**config.mk**
```make
export PLATFORM = sky130hd
export DESIGN_NAME = seq_monitor_flat
export DESIGN_NICKNAME = d
export VERILOG_FILES = /design/src/rtl/seq_monitor_pkg.sv /design/src/rtl/seq_monitor_if.sv /design/src/rtl/seq_monitor_sat_counter.sv /design/src/rtl/seq_monitor.sv /design/src/flat_wrapper.sv
export SDC_FILE = /design/constraint.sdc
export NUM_CORES = 1
export LEC_CHECK = 0
export CORE_ASPECT_RATIO = 1.2
export CORE_MARGIN = 1.5
export CORE_UTILIZATION = 49
export DETAILED_ROUTE_END_ITERATION = 10
export PLACE_DENSITY = 0.78
export SETUP_SLACK_MARGIN = 0.2
export SYNTH_ARGS = -nofsm -noshare
export SYNTH_HDL_FRONTEND = slang
export SYNTH_HIERARCHICAL = 1
export SYNTH_SLANG_ARGS = --single-unit
export TNS_END_PERCENT = 10
```
**constraint.sdc**
```tcl
create_clock -name clk -period 2.2 [get_ports clk]
set_input_delay 0.22 -clock clk [delete_from_list [all_inputs] [get_ports clk]]
set_output_delay 0.22 -clock clk [all_outputs]
set_load 0.05 [all_outputs]
```
**src/rtl/seq_monitor_pkg.sv**
```systemverilog
// Shared definitions for the T-flip-flop counter sequence monitor:
// FSM encoding, successor table and code-class sets.
package seq_monitor_pkg;

   typedef logic [2:0] code_t;

   typedef enum logic [1:0] {
      ST_IDLE   = 2'd0,
      ST_HUNT   = 2'd1,
      ST_LOCKED = 2'd2,
      ST_FAULT  = 2'd3
   } state_t;

   // Expected next code for each sampled code of the upstream counter
   localparam code_t SUCC_0 = 3'd3;
   localparam code_t SUCC_1 = 3'd5;
   localparam code_t SUCC_2 = 3'd3;
   localparam code_t SUCC_3 = 3'd6;
   localparam code_t SUCC_4 = 3'd6;
   localparam code_t SUCC_5 = 3'd1;
   localparam code_t SUCC_6 = 3'd2;
   localparam code_t SUCC_7 = 3'd5;

   // One-hot membership masks indexed by code value
   localparam logic [7:0] LOOP_SET   = 8'b0100_1100;  // {2,3,6}
   localparam logic [7:0] LOCKUP_SET = 8'b1010_0010;  // {1,5,7}
   localparam logic [7:0] ALT_SET    = 8'b0010_0010;  // {1,5}

   function automatic code_t succ(input code_t c);
      code_t s;
      case (c)
         3'd0:    s = SUCC_0;
         3'd1:    s = SUCC_1;
         3'd2:    s = SUCC_2;
         3'd3:    s = SUCC_3;
         3'd4:    s = SUCC_4;
         3'd5:    s = SUCC_5;
         3'd6:    s = SUCC_6;
         default: s = SUCC_7;
      endcase
      return s;
   endfunction

   function automatic logic in_loop(input code_t c);
      return LOOP_SET[c];
   endfunction

   function automatic logic is_lockup_code(input code_t c);
      return LOCKUP_SET[c];
   endfunction

   function automatic logic is_legal(input code_t p, input code_t c);
      return !LOCKUP_SET[p] && (c == succ(p));
   endfunction

   // True for the pairs 1->5 and 5->1
   function automatic logic is_alt_pair(input code_t p, input code_t c);
      return ALT_SET[p] && ALT_SET[c] && (p != c);
   endfunction

endpackage

```
**src/rtl/seq_monitor_if.sv**
```systemverilog
// Sample/status bundle between the counter under observation and the monitor.
interface seq_monitor_if #(
   parameter int ERR_W = 8
);
   import seq_monitor_pkg::*;

   logic             i_en;
   logic             i_q_a;
   logic             i_q_b;
   logic             i_q_c;
   logic             i_clr_err;
   code_t            o_code;
   logic             o_locked;
   logic             o_wrap;
   logic             o_err;
   logic [ERR_W-1:0] o_err_cnt;
   logic             o_lockup;

   modport master (
      output i_en, i_q_a, i_q_b, i_q_c, i_clr_err,
      input  o_code, o_locked, o_wrap, o_err, o_err_cnt, o_lockup
   );

   modport slave (
      input  i_en, i_q_a, i_q_b, i_q_c, i_clr_err,
      output o_code, o_locked, o_wrap, o_err, o_err_cnt, o_lockup
   );

endinterface

```
**src/rtl/seq_monitor_sat_counter.sv**
```systemverilog
// Saturating event counter; an increment in the same cycle as a clear restarts at 1.
module sat_counter #(
   parameter int WIDTH = 8
) (
   input  logic             clk,
   input  logic             rst_n,
   input  logic             i_inc,
   input  logic             i_clr,
   output logic [WIDTH-1:0] o_count
);

   localparam logic [WIDTH-1:0] MAX_CNT = '1;

   logic [WIDTH-1:0] r_count;

   always_ff @(posedge clk or negedge rst_n) begin
      if (!rst_n) begin
         r_count <= '0;
      end else if (i_inc) begin
         if (i_clr)
            r_count <= WIDTH'(1);
         else if (r_count != MAX_CNT)
            r_count <= r_count + 1'b1;
      end else if (i_clr) begin
         r_count <= '0;
      end
   end

   assign o_count = r_count;

endmodule

```
**src/rtl/seq_monitor.sv**
```systemverilog
// Watches the 3-bit code of an upstream T-flip-flop counter, acquires lock on its
// {3,6,2} loop, flags loop faults and detects the 1<->5 lock-up oscillation.
module seq_monitor #(
   parameter int LOCK_N = 3,
   parameter int ERR_W  = 8
) (
   input logic          clk,
   input logic          rst_n,
   seq_monitor_if.slave bus
);
   import seq_monitor_pkg::*;

   localparam int RUN_W = $clog2(LOCK_N + 1);

   state_t           r_state;
   state_t           w_state_next;
   code_t            r_prev;
   code_t            w_prev_next;
   logic [RUN_W-1:0] r_run;
   logic [RUN_W-1:0] w_run_next;
   logic [RUN_W-1:0] w_run_inc;
   code_t            r_code;
   code_t            w_code_next;
   logic             r_wrap;
   logic             w_wrap_next;
   logic             r_lockup;
   logic             w_lockup_next;
   logic             r_err;
   logic             w_err_next;
   logic             w_fault;
   logic             w_clr;
   logic             w_legal;
   code_t            w_cur;
   logic [ERR_W-1:0] w_err_cnt;

   assign w_cur     = {bus.i_q_a, bus.i_q_b, bus.i_q_c};
   assign w_legal   = is_legal(r_prev, w_cur);
   assign w_run_inc = r_run + 1'b1;

   always_ff @(posedge clk or negedge rst_n) begin
      if (!rst_n) begin
         r_state  <= ST_IDLE;
         r_prev   <= '0;
         r_run    <= '0;
         r_code   <= '0;
         r_wrap   <= 1'b0;
         r_lockup <= 1'b0;
         r_err    <= 1'b0;
      end else begin
         r_state  <= w_state_next;
         r_prev   <= w_prev_next;
         r_run    <= w_run_next;
         r_code   <= w_code_next;
         r_wrap   <= w_wrap_next;
         r_lockup <= w_lockup_next;
         r_err    <= w_err_next;
      end
   end

   always_comb begin
      w_state_next  = r_state;
      w_prev_next   = r_prev;
      w_run_next    = r_run;
      w_code_next   = r_code;
      w_wrap_next   = 1'b0;
      w_lockup_next = r_lockup;
      w_err_next    = r_err;
      w_fault       = 1'b0;
      w_clr         = 1'b0;

      if (bus.i_en) begin
         w_code_next = w_cur;
         w_prev_next = w_cur;
         w_clr       = bus.i_clr_err;

         // Lock-up flag holds while the samples stay inside {1,5} without a fresh pair
         if (is_alt_pair(r_prev, w_cur))
            w_lockup_next = 1'b1;
         else if (!ALT_SET[w_cur])
            w_lockup_next = 1'b0;

         case (r_state)
            ST_IDLE: begin
               w_state_next = ST_HUNT;
               w_run_next   = '0;
            end
            ST_HUNT: begin
               if (w_legal && in_loop(w_cur)) begin
                  if (w_run_inc == RUN_W'(LOCK_N)) begin
                     w_state_next = ST_LOCKED;
                     w_run_next   = '0;
                  end else begin
                     w_run_next = w_run_inc;
                  end
               end else begin
                  w_run_next = '0;
               end
            end
            ST_LOCKED: begin
               if (w_legal && !is_lockup_code(w_cur)) begin
                  w_wrap_next = (r_prev == 3'd2) && (w_cur == 3'd3);
               end else begin
                  w_state_next = ST_FAULT;
                  w_fault      = 1'b1;
               end
            end
            ST_FAULT: begin
               if (in_loop(w_cur)) begin
                  w_state_next = ST_HUNT;
                  w_run_next   = '0;
               end
            end
            default: w_state_next = ST_IDLE;
         endcase

         // A new fault overrides a simultaneous clear request
         if (w_fault)
            w_err_next = 1'b1;
         else if (w_clr)
            w_err_next = 1'b0;
      end
   end

   sat_counter #(
      .WIDTH (ERR_W)
   ) u_err_cnt (
      .clk     (clk),
      .rst_n   (rst_n),
      .i_inc   (w_fault),
      .i_clr   (w_clr),
      .o_count (w_err_cnt)
   );

   assign bus.o_code    = r_code;
   assign bus.o_locked  = (r_state == ST_LOCKED);
   assign bus.o_wrap    = r_wrap;
   assign bus.o_err     = r_err;
   assign bus.o_err_cnt = w_err_cnt;
   assign bus.o_lockup  = r_lockup;

endmodule

```
**src/flat_wrapper.sv**
```systemverilog
// flat-port wrapper written by rule: the top's interface ports become plain ports
module seq_monitor_flat import seq_monitor_pkg::*;
#(
   parameter int LOCK_N = 3,
   parameter int ERR_W  = 8
)
  (clk, rst_n, bus_i_en, bus_i_q_a, bus_i_q_b, bus_i_q_c, bus_i_clr_err, bus_o_code, bus_o_locked, bus_o_wrap, bus_o_err, bus_o_err_cnt, bus_o_lockup);
  seq_monitor_if #(.ERR_W(ERR_W)) bus_i ();
  input logic clk;
  input logic rst_n;
  input wire logic [$bits(bus_i.i_en)-1:0] bus_i_en;
  input wire logic [$bits(bus_i.i_q_a)-1:0] bus_i_q_a;
  input wire logic [$bits(bus_i.i_q_b)-1:0] bus_i_q_b;
  input wire logic [$bits(bus_i.i_q_c)-1:0] bus_i_q_c;
  input wire logic [$bits(bus_i.i_clr_err)-1:0] bus_i_clr_err;
  output wire logic [$bits(bus_i.o_code)-1:0] bus_o_code;
  output wire logic [$bits(bus_i.o_locked)-1:0] bus_o_locked;
  output wire logic [$bits(bus_i.o_wrap)-1:0] bus_o_wrap;
  output wire logic [$bits(bus_i.o_err)-1:0] bus_o_err;
  output wire logic [$bits(bus_i.o_err_cnt)-1:0] bus_o_err_cnt;
  output wire logic [$bits(bus_i.o_lockup)-1:0] bus_o_lockup;
  assign bus_i.i_en = bus_i_en;
  assign bus_i.i_q_a = bus_i_q_a;
  assign bus_i.i_q_b = bus_i_q_b;
  assign bus_i.i_q_c = bus_i_q_c;
  assign bus_i.i_clr_err = bus_i_clr_err;
  assign bus_o_code = bus_i.o_code;
  assign bus_o_locked = bus_i.o_locked;
  assign bus_o_wrap = bus_i.o_wrap;
  assign bus_o_err = bus_i.o_err;
  assign bus_o_err_cnt = bus_i.o_err_cnt;
  assign bus_o_lockup = bus_i.o_lockup;
  seq_monitor #(.LOCK_N(LOCK_N), .ERR_W(ERR_W)) u_core (.clk(clk), .rst_n(rst_n), .bus(bus_i));
endmodule
```
# Word level (Yosys, flattened, before mapping)
# Memories as Yosys holds them, arrays and structs flattened.
# Cells that the tools add are included.
dict set report word_totals {
  regBits 18
  mem_bits_ro 40
  input_bits 7
  out_inout_bits 15
  elab_cells 86
  mem_count 5
}
dict set report classes {
  addsub 2
  order_cmp 2
  n_eq_ne 18
  mux 31
  reduce_logical 21
}
# memory depth width read_ports rd_ports_with_merged_regs write_ports line
set memory_table {}
lappend memory_table {{(name not given)} 8 1 1 0 0 seq_monitor_pkg.sv:45} ;# return LOOP_SET[c];
lappend memory_table {{(name not given)} 8 1 1 0 0 seq_monitor_pkg.sv:49} ;# return LOCKUP_SET[c];
lappend memory_table {{(name not given)} 8 1 1 0 0 seq_monitor_pkg.sv:58} ;# return ALT_SET[p] && ALT_SET[c] && (p != c);
lappend memory_table {{(name not given)} 8 1 1 0 0 seq_monitor_pkg.sv:58}
lappend memory_table {{(name not given)} 8 1 1 0 0 seq_monitor_pkg.sv:53} ;# return !LOCKUP_SET[p] && (c == succ(p));
# operator n
set op_table {}
lappend op_table {{$mux W8} 4}
lappend op_table {{$mux W1} 17}
lappend op_table {{$mux W2} 7}
lappend op_table {{$pmux W3 S4} 1}
lappend op_table {{$eq A3 B2 Y1 const B} 3}
lappend op_table {{$eq A3 B3 Y1 const B} 3}
lappend op_table {{$add A8 B1 Y8 const B} 1}
lappend op_table {{$lt A3 B4 Y1 const B} 2}
lappend op_table {{$ne A8 B8 Y1 const B} 1}
lappend op_table {{$pmux W2 S4} 1}
lappend op_table {{$eq A2 B2 Y1 const B} 3}
lappend op_table {{$logic_and A1 B1 Y1} 6}
lappend op_table {{$ne A2 B1 Y1 const B} 3}
lappend op_table {{$pmux W2 S3} 1}
lappend op_table {{$reduce_and A2 Y1} 3}
lappend op_table {{$reduce_bool A2 Y1} 3}
lappend op_table {{$reduce_and A5 Y1} 1}
lappend op_table {{$ne A2 B2 Y1 const B} 2}
lappend op_table {{$reduce_or A2 Y1} 2}
lappend op_table {{$eq A3 B3 Y1} 1}
lappend op_table {{$logic_not A3 Y1} 1}
lappend op_table {{$ne A3 B3 Y1} 1}
lappend op_table {{$reduce_and A3 Y1} 1}
lappend op_table {{$reduce_bool A3 Y1} 1}
lappend op_table {{other kinds (4)} 5}

# Logic depth before layout (Yosys ltp)
# Gate-level depths: netlist of the first run.
dict set report logic_depth {
  word_depth 12
  depth_mapped 9
  ltp_nobuf 8
}

# By module
# Netlist of the first run, hierarchy kept.
# module instances cells_each area_per_inst_um2 seq_area_each_um2
set by_module_without_submodules {}
lappend by_module_without_submodules {seq_monitor 1 52 554.3 250.2}
lappend by_module_without_submodules {sat_counter 1 49 437.9 200.2}

# Worst setup path after synthesis of the first run
# OpenSTA, ideal clock, no wires.
dict set report synth_timing {
  path_type {register to register}
  start {reg, netlist name u_core/bus.o_code[1]}
  end {reg u_core.u_err_cnt.r_count[6], in the netlist u_core/u_err_cnt/o_count[6]}
  arrival_ns 2.161
  setup_slack_ns -0.092
  stages_incl_launch_ff 10
  n_path_buf 1
  synth_period_minus_slack_ns 2.292
  cell_sequence {dfrtp_1 -> xnor2_1 -> o221ai_1 -> and2_1 -> nor2_1 -> buf_4 -> nand4_1 -> or4b_1 -> o21ai_0 -> nor2_1}
}
# element line
set synth_rtl {}
lappend synth_rtl {{end signal: assignment} seq_monitor_sat_counter.sv:23} ;# r_count <= r_count + 1'b1;
lappend synth_rtl {{end: declaration} seq_monitor_sat_counter.sv:14} ;# logic [WIDTH-1:0] r_count;

==> metrics.md, run 1 <==
| Metric | Value |
|---|---|
| Synthesized cell area | 992 um^2 |
| Crit-path slowest cell | or4b_4 |
| Gpl congestion | 0.895 |
| Critical-path cell list | or4b_4, o221ai_4, and2_4, nor2_2, buf_4, nor3b_1, a221o_1 |
| Max Cap Viol | 0 |
| Clock root buffer | clkbuf_4 |
| CTS clk-pin slew, worst paths | 100 ps |
| CP Max Fanout | 8 |
| Slew @ Worst Pin | 501 ps |
| Worst-Skew Late Latency | 290 ps |
| Hold Crit Class | primary input to async pin |
| Seq. cell area | 454 um^2 |
| Placed wire-length estimate | 1.58 mm |
| Syn_area_per_cell | 9.82 um^2 |
| Placed cell area | 1300 um^2 |
| Row cnt | 17 |
| Crit start category | flop |
| # H-tree levels | 1 |
| Internal | 0.000624 W |
| Crit path required time | 2380 ps |
| Switching share of power | 0.392 |
| RSZ-0062 raised after global routing | true |
| Cts bufs inserted | 3 |
| DRC | 0 |
| CP endpoint kind | flop |
| Most frequent cells in the layout | clkdlybuf4s50_1, dfrtp_1, buf_4 |
| Pwr per Cell Area | 748 nW/um^2 |
| DR pass1 iterations | 4 |
| Final ANT Viol Nets | 0 |
| Syn-to-layout area delta | 38.3% |
| Static Leak | 0.594 nW |
| Multi-input gate area | 552 um^2 |
| Sequential fraction of design power | 0.417 |
| FF-to-FF Start | u_core/bus.o_code[0]$_DFFE_PN0P_ |
| Cell count after synthesis | 101 |
| Slew headroom | 0.665 |
| Layout cells sized above 1 | 0.215 |
| Iter 0 DRT Violations | 16 |
| Clock Skews | 9.19 ps |
| Routed vias/inst | 5.84 |
| Largest net degree at the start of global routing | 11 |
| Initial Util | 0.530 |
| Worst vdd ir | 575 uV |
| Final Hold Viols | 0 |
| Initial antenna violation count | 0 |
| Syn_nets | 113 |
| R2R setup slack | 220 ps |
| Switch Pwr | 0.000402 W |
| Ys Warns | 6 |
| Global-route wire length before repair | 3.62 mm |
| Core area | 1870 um^2 |
| Global Route Usage Sum | 0.211 |
| DR vias | 900 |
| Period Utilization, post-route | 0.900 |
| RR Endpoint | u_core/u_err_cnt/o_count[0]$_DFFE_PN0P_ |
| Die Area | 2310 um^2 |
| Reg2reg path depth | 7 |
| Clock buffer depth | 2 |
| Die Y-Extent | 52.3 um |
| DRT Wirelength | 2.11 mm |
| Vias in the first global route | 886 |
| Largest stage delay, worst path | 570 ps |
| Fin nets | 148 |
| Worst path arrival time | 2160 ps |
| Fillers | 157 |
| WS Path Type | flop to flop |
| Cell variety after synth | 32 |
| Tmin final | 1980 ps |
| Final Slew Violations | 0 |
| Avg WL per Cell | 13.7 um |
| Gr ovfl total | 0 |
| Top Ports | 22 |
| Hold Buf Count CTS | 0 |
| Clock share of power | 0.161 |
| Max Fclk | 505 MHz |
| Comb power frac | 0.422 |
| CTS tree | built |
| CTS sink cnt | 18 |
| Chip Width | 44.1 um |
| Final setup vio count | 0 |
| Seq/Total Area, Yosys | 0.454 |
| Ant. Diodes | 0 |
| Post-route cell area | 1370 um^2 |
| Status | completed |
| IO buf count | 21 |
| Number of synthesized register bits | 18 |
| Most common cell after layout, fill and taps aside | clkdlybuf4s50_1 |
| Hold WS | 218 ps |
-- synthesized netlist by cell type --
master | count | share of area
o22ai_1 | 1 | 0.0063
o31ai_1 | 1 | 0.0076
a21boi_0 | 1 | 0.0076
nor3_1 | 6 | 0.030
nand3_1 | 3 | 0.015
buf_4 | 1 | 0.0076
nor3b_1 | 1 | 0.0076
a221o_1 | 2 | 0.020
dfrtp_1 | 18 | 0.45
ha_1 | 5 | 0.063
or3_1 | 1 | 0.0063
or3b_1 | 1 | 0.0088
inv_1 | 4 | 0.015
nor2_1 | 9 | 0.034
buf_1 | 1 | 0.0038
or2_2 | 1 | 0.0063
nand4b_1 | 2 | 0.018
clkbuf_1 | 1 | 0.0038
nand4_1 | 4 | 0.025
nand2b_1 | 1 | 0.0063
and2_1 | 2 | 0.013
nand2_1 | 8 | 0.030
o221ai_1 | 1 | 0.0088
or4b_1 | 2 | 0.020
and3_1 | 1 | 0.0063
a21oi_1 | 5 | 0.025
nor2b_1 | 1 | 0.0063
o2111a_1 | 1 | 0.011
xnor2_1 | 2 | 0.018
o21ai_0 | 6 | 0.030
mux2i_1 | 5 | 0.050
mux2_2 | 3 | 0.034
-- worst max path at each step --
stage / startpoint / endpoint / slack [ps] / cells after the start
CTS: u_core/bus.o_code[0]$_DFFE_PN0P_ / u_core/u_err_cnt/o_count[1]$_DFFE_PN0P_ / 160 / 8
global placement: bus_i_q_a / u_core/u_err_cnt/o_count[1]$_DFFE_PN0P_ / -20 / 9
global route: u_core/bus.o_code[0]$_DFFE_PN0P_ / u_core/u_err_cnt/o_count[0]$_DFFE_PN0P_ / 150 / 7
detailed placement: bus_i_q_a / u_core/u_err_cnt/o_count[1]$_DFFE_PN0P_ / -90 / 9
finish: u_core/bus.o_code[0]$_DFFE_PN0P_ / u_core/u_err_cnt/o_count[0]$_DFFE_PN0P_ / 220 / 7
floorplan: u_core/bus.o_code[2]$_DFFE_PN0P_ / u_core/u_err_cnt/o_count[6]$_DFFE_PN0P_ / 120 / 9
-- flip-flops by register name, summed over array words and instances (netlist names) --
name / cells
u_core/r_state: 2
u_core/bus.o_wrap: 1
u_core/bus.o_lockup: 1
u_core/r_run: 2
u_core/u_err_cnt/o_count: 8
u_core/bus.o_err: 1
u_core/bus.o_code: 3
-- layout make-up --
cell class,instances,share of cell area
Inverter,4,0.0109
Tap cell,19,0.0173
Clock buffer,4,0.0191
Timing Repair Buffer,33,0.220
Multi-Input combinational cell,76,0.402
Sequential cell,18,0.331
-- cell families after synthesis --
logic type | count (synthesis) | synth area share
xor gates and xnor gates | 2 | 0.0177
DFF | 18 | 0.454
adders and majority gates | 5 | 0.0631
buffers and inverters | 7 | 0.0303
and+or+nand+nor | 43 | 0.233
AOI/OAI and AO/OA | 18 | 0.117
muxes | 8 | 0.0845
-- worst max-delay path, delay by kind of cell, from the launching register on --
kind / cells / cell delay (ps)
AOI/OAI and AO/OA: 2 / 340
buffers and inverters: 1 / 160
and+or+nand+nor: 4 / 910
DFF: 1 / 450
-- timing repair --
item	CTS	global route
setup endpoints to repair	3	9
pin swaps	0	2
setup buffers	0	1
gates resized for setup	1	8
-- metrics by stage --
step | total power (W) | cells | setup slack, ps | util | setup TNS, ps
4_1_cts | 0.00103 | 153 | 164 | 0.709 | 0
6_report | 0.00103 | 154 | 220 | 0.733 | 0
5_1_grt | 0.00110 | 154 | 150 | 0.733 | 0
2_1_floorplan | 0.000719 | 101 | 119 | - | 0
3_3_place_gp | 0.000845 | 149 | -22.9 | 0.696 | -53.2
3_5_place_dp | 0.000860 | 149 | -90.0 | 0.696 | -281
-- per-layer routing --
| layer | share of wire | up-vias | wire length [um] | GRT usage |
|---|---|---|---|---|
| met5 | 0 | - | 0 | 0 |
| met4 | 0.011 | 0 | 24 | 0.106 |
| met3 | 0.042 | 4 | 89 | 0.0207 |
| met2 | 0.52 | 22 | 1100 | 0.368 |
| met1 | 0.42 | 437 | 890 | 0.255 |
| li1 | - | 437 | - | - |
-- power groups by stage --
stage | sequential, W | combinational (W) | clock (W)
2_1_floorplan | 0.000519 | 0.000200 | 0
3_3_place_gp | 0.000431 | 0.000414 | 0
3_5_place_dp | 0.000434 | 0.000426 | 0
4_1_cts | 0.000428 | 0.000422 | 0.000176
5_1_grt | 0.000435 | 0.000474 | 0.000187
6_report | 0.000428 | 0.000433 | 0.000165
No activity file was read; power rests on OpenSTA's default activity.
==> inputs of run 2 (changes only) <==
Settings changed: CORE_UTILIZATION 49 to 32, CTS_CLUSTER_SIZE set to 14, PLACE_DENSITY 0.78 to not set.
==> run 2 against run 1 <==
Via count is 0.33% lower. Final cell count is 9.1% higher. Largest power group unchanged. Maximum frequency hardly changed. Clock skew is 11 ps higher.
==> metrics.md, run 2 (synthesized netlist as in run 1, its figures left out) <==
| Metric | Value |
|---|---|
| DR pass1 iterations | 4 |
| Pwr per Cell Area | 771 nW/um^2 |
| Cts bufs inserted | 3 |
| Period Utilization, post-route | 0.900 |
| Iter 0 DRT Violations | 9 |
| CP endpoint kind | flop |
| Gr ovfl total | 0 |
| Final Slew Violations | 0 |
| Gpl congestion | 0.783 |
| Placed cell area | 1310 um^2 |
| Hold Crit Class | primary input to async pin |
| Hold Buf Count CTS | 0 |
| Status | completed |
| Chip Width | 53.8 um |
| Ant. Diodes | 0 |
| Global-route wire length before repair | 3.61 mm |
| WS Path Type | flop to flop |
| Final ANT Viol Nets | 0 |
| Die Area | 3440 um^2 |
| Max reg flops | 8 |
| Static Leak | 0.582 nW |
| Max Cap Viol | 0 |
| Largest net degree at the start of global routing | 19 |
| Die Y-Extent | 64.0 um |
| Critical-path cell list | or4b_4, o221ai_2, and2_4, nor2_4, buf_6, nor3b_4, a221o_1 |
| Crit path required time | 2370 ps |
| Cell family with most CP delay | simple AND/OR/NAND/NOR gates |
| Crit start category | flop |
| Layout cells sized above 1 | 0.216 |
| Final setup vio count | 0 |
| Initial antenna violation count | 0 |
| Row cnt | 21 |
| Post-route cell area | 1390 um^2 |
| Initial Util | 0.346 |
| IO buf count | 21 |
| Slew @ Worst Pin | 503 ps |
| CTS tree | built |
| Clock Skews | 20.3 ps |
| Avg WL per Cell | 12.7 um |
| CTS sink cnt | 18 |
| Tmin final | 1980 ps |
| Buf/Inv on CP | 1 |
| Top Ports | 22 |
| CTS clk-pin slew, worst paths | 120 ps |
| DRT Wirelength | 2.13 mm |
| Most common cell after layout, fill and taps aside | clkdlybuf4s50_1 |
| Placed wire-length estimate | 1.62 mm |
| Global Route Usage Sum | 0.140 |
| Crit-path slowest cell | or4b_4 |
| DR vias | 897 |
| Worst vdd ir | 472 uV |
| DRC | 0 |
| Core Util, Final | 0.486 |
| Pre-CTS setup slack | -79.1 ps |
| Worst-Skew Late Latency | 300 ps |
| Final worst slack | 220 ps |
| Largest stage delay, worst path | 550 ps |
| Worst path arrival time | 2150 ps |
| Routed vias/inst | 5.34 |
| Fin nets | 147 |
| Most frequent cells in the layout | clkdlybuf4s50_1, dfrtp_1, buf_4 |
| Syn-to-layout area delta | 40.4% |
| Slew headroom | 0.663 |
| # H-tree levels | 1 |
| RSZ-0062 raised after global routing | true |
| Clock root buffer | clkbuf_4 |
| CP Max Fanout | 8 |
| Max Fclk | 505 MHz |
| Vias in the first global route | 863 |
| Core area | 2860 um^2 |
| Final Hold Viols | 0 |
| Clock buffer depth | 2 |
run 2: cell count changes in the layout (fill, tap and decap cells not counted), sizes merged:
cell,delta
clkdlybuf4s50,+1
dlymetal6s2s,-1
buf,-1
run 2: where the power goes:
part / switching, W / total (W) / internal, W
combinational: 0.000258 / 0.000436 / 0.000178
sequential: 0.0000527 / 0.000431 / 0.000379
clock: 0.000105 / 0.000206 / 0.000101
total: 0.000416 / 0.00107 / 0.000658
run 2: metal layers:
metal | GRT usage | up-vias | part of all wire
li1 | - | 433 | -
met1 | 0.176 | 429 | 0.43
met2 | 0.223 | 29 | 0.50
met3 | 0.0280 | 6 | 0.051
met4 | 0.0705 | 0 | 0.019
met5 | 0 | - | 0
run 2: path summary, 6_finish.rpt:
path | startpoint | endpoint | slack [ps] | cells past startpoint
worst max register to register | u_core/bus.o_code[2]$_DFFE_PN0P_ | u_core/u_err_cnt/o_count[0]$_DFFE_PN0P_ | 220 | 7
min in group clk | u_core/r_run[0]$_DFFE_PN0P_ | u_core/r_run[0]$_DFFE_PN0P_ | 510 | 1
worst min register to register | u_core/r_run[0]$_DFFE_PN0P_ | u_core/r_run[0]$_DFFE_PN0P_ | 510 | 1
max in group asynchronous | rst_n | u_core/bus.o_code[0]$_DFFE_PN0P_ | 1730 | 2
worst max-delay path | u_core/bus.o_code[2]$_DFFE_PN0P_ | u_core/u_err_cnt/o_count[0]$_DFFE_PN0P_ | 220 | 7
worst min-delay path | rst_n | u_core/u_err_cnt/o_count[5]$_DFFE_PN0P_ | 230 | 2
run 2: metrics by stage:
step	power, W	setup TNS [ps]	std cells	hold slack, ps
after floorplan	0.000719	0	101	-75.6
final	0.00107	0	168	231
after CTS	0.00107	0	167	236
after global routing	0.00114	0	168	254
after detailed placement	0.000861	-248	163	489
after global placement	0.000849	-93.3	163	492
run 2: final cells by class:
cell class,count,area (um^2)
Inverter,4,15.0
Clock buffer,4,36.3
Sequential cell,18,454
Multi-Input combinational cell,76,549
Fill cell,281,1470
Tap cell,34,42.5
Timing Repair Buffer,32,295
run 2: repair_timing:
item | in CTS | in global routing
setup endpoints to repair | 3 | 8
gates resized for setup | 1 | 9
pin swaps | 0 | 3
cloned | 0 | 0
setup buffers | 0 | 1
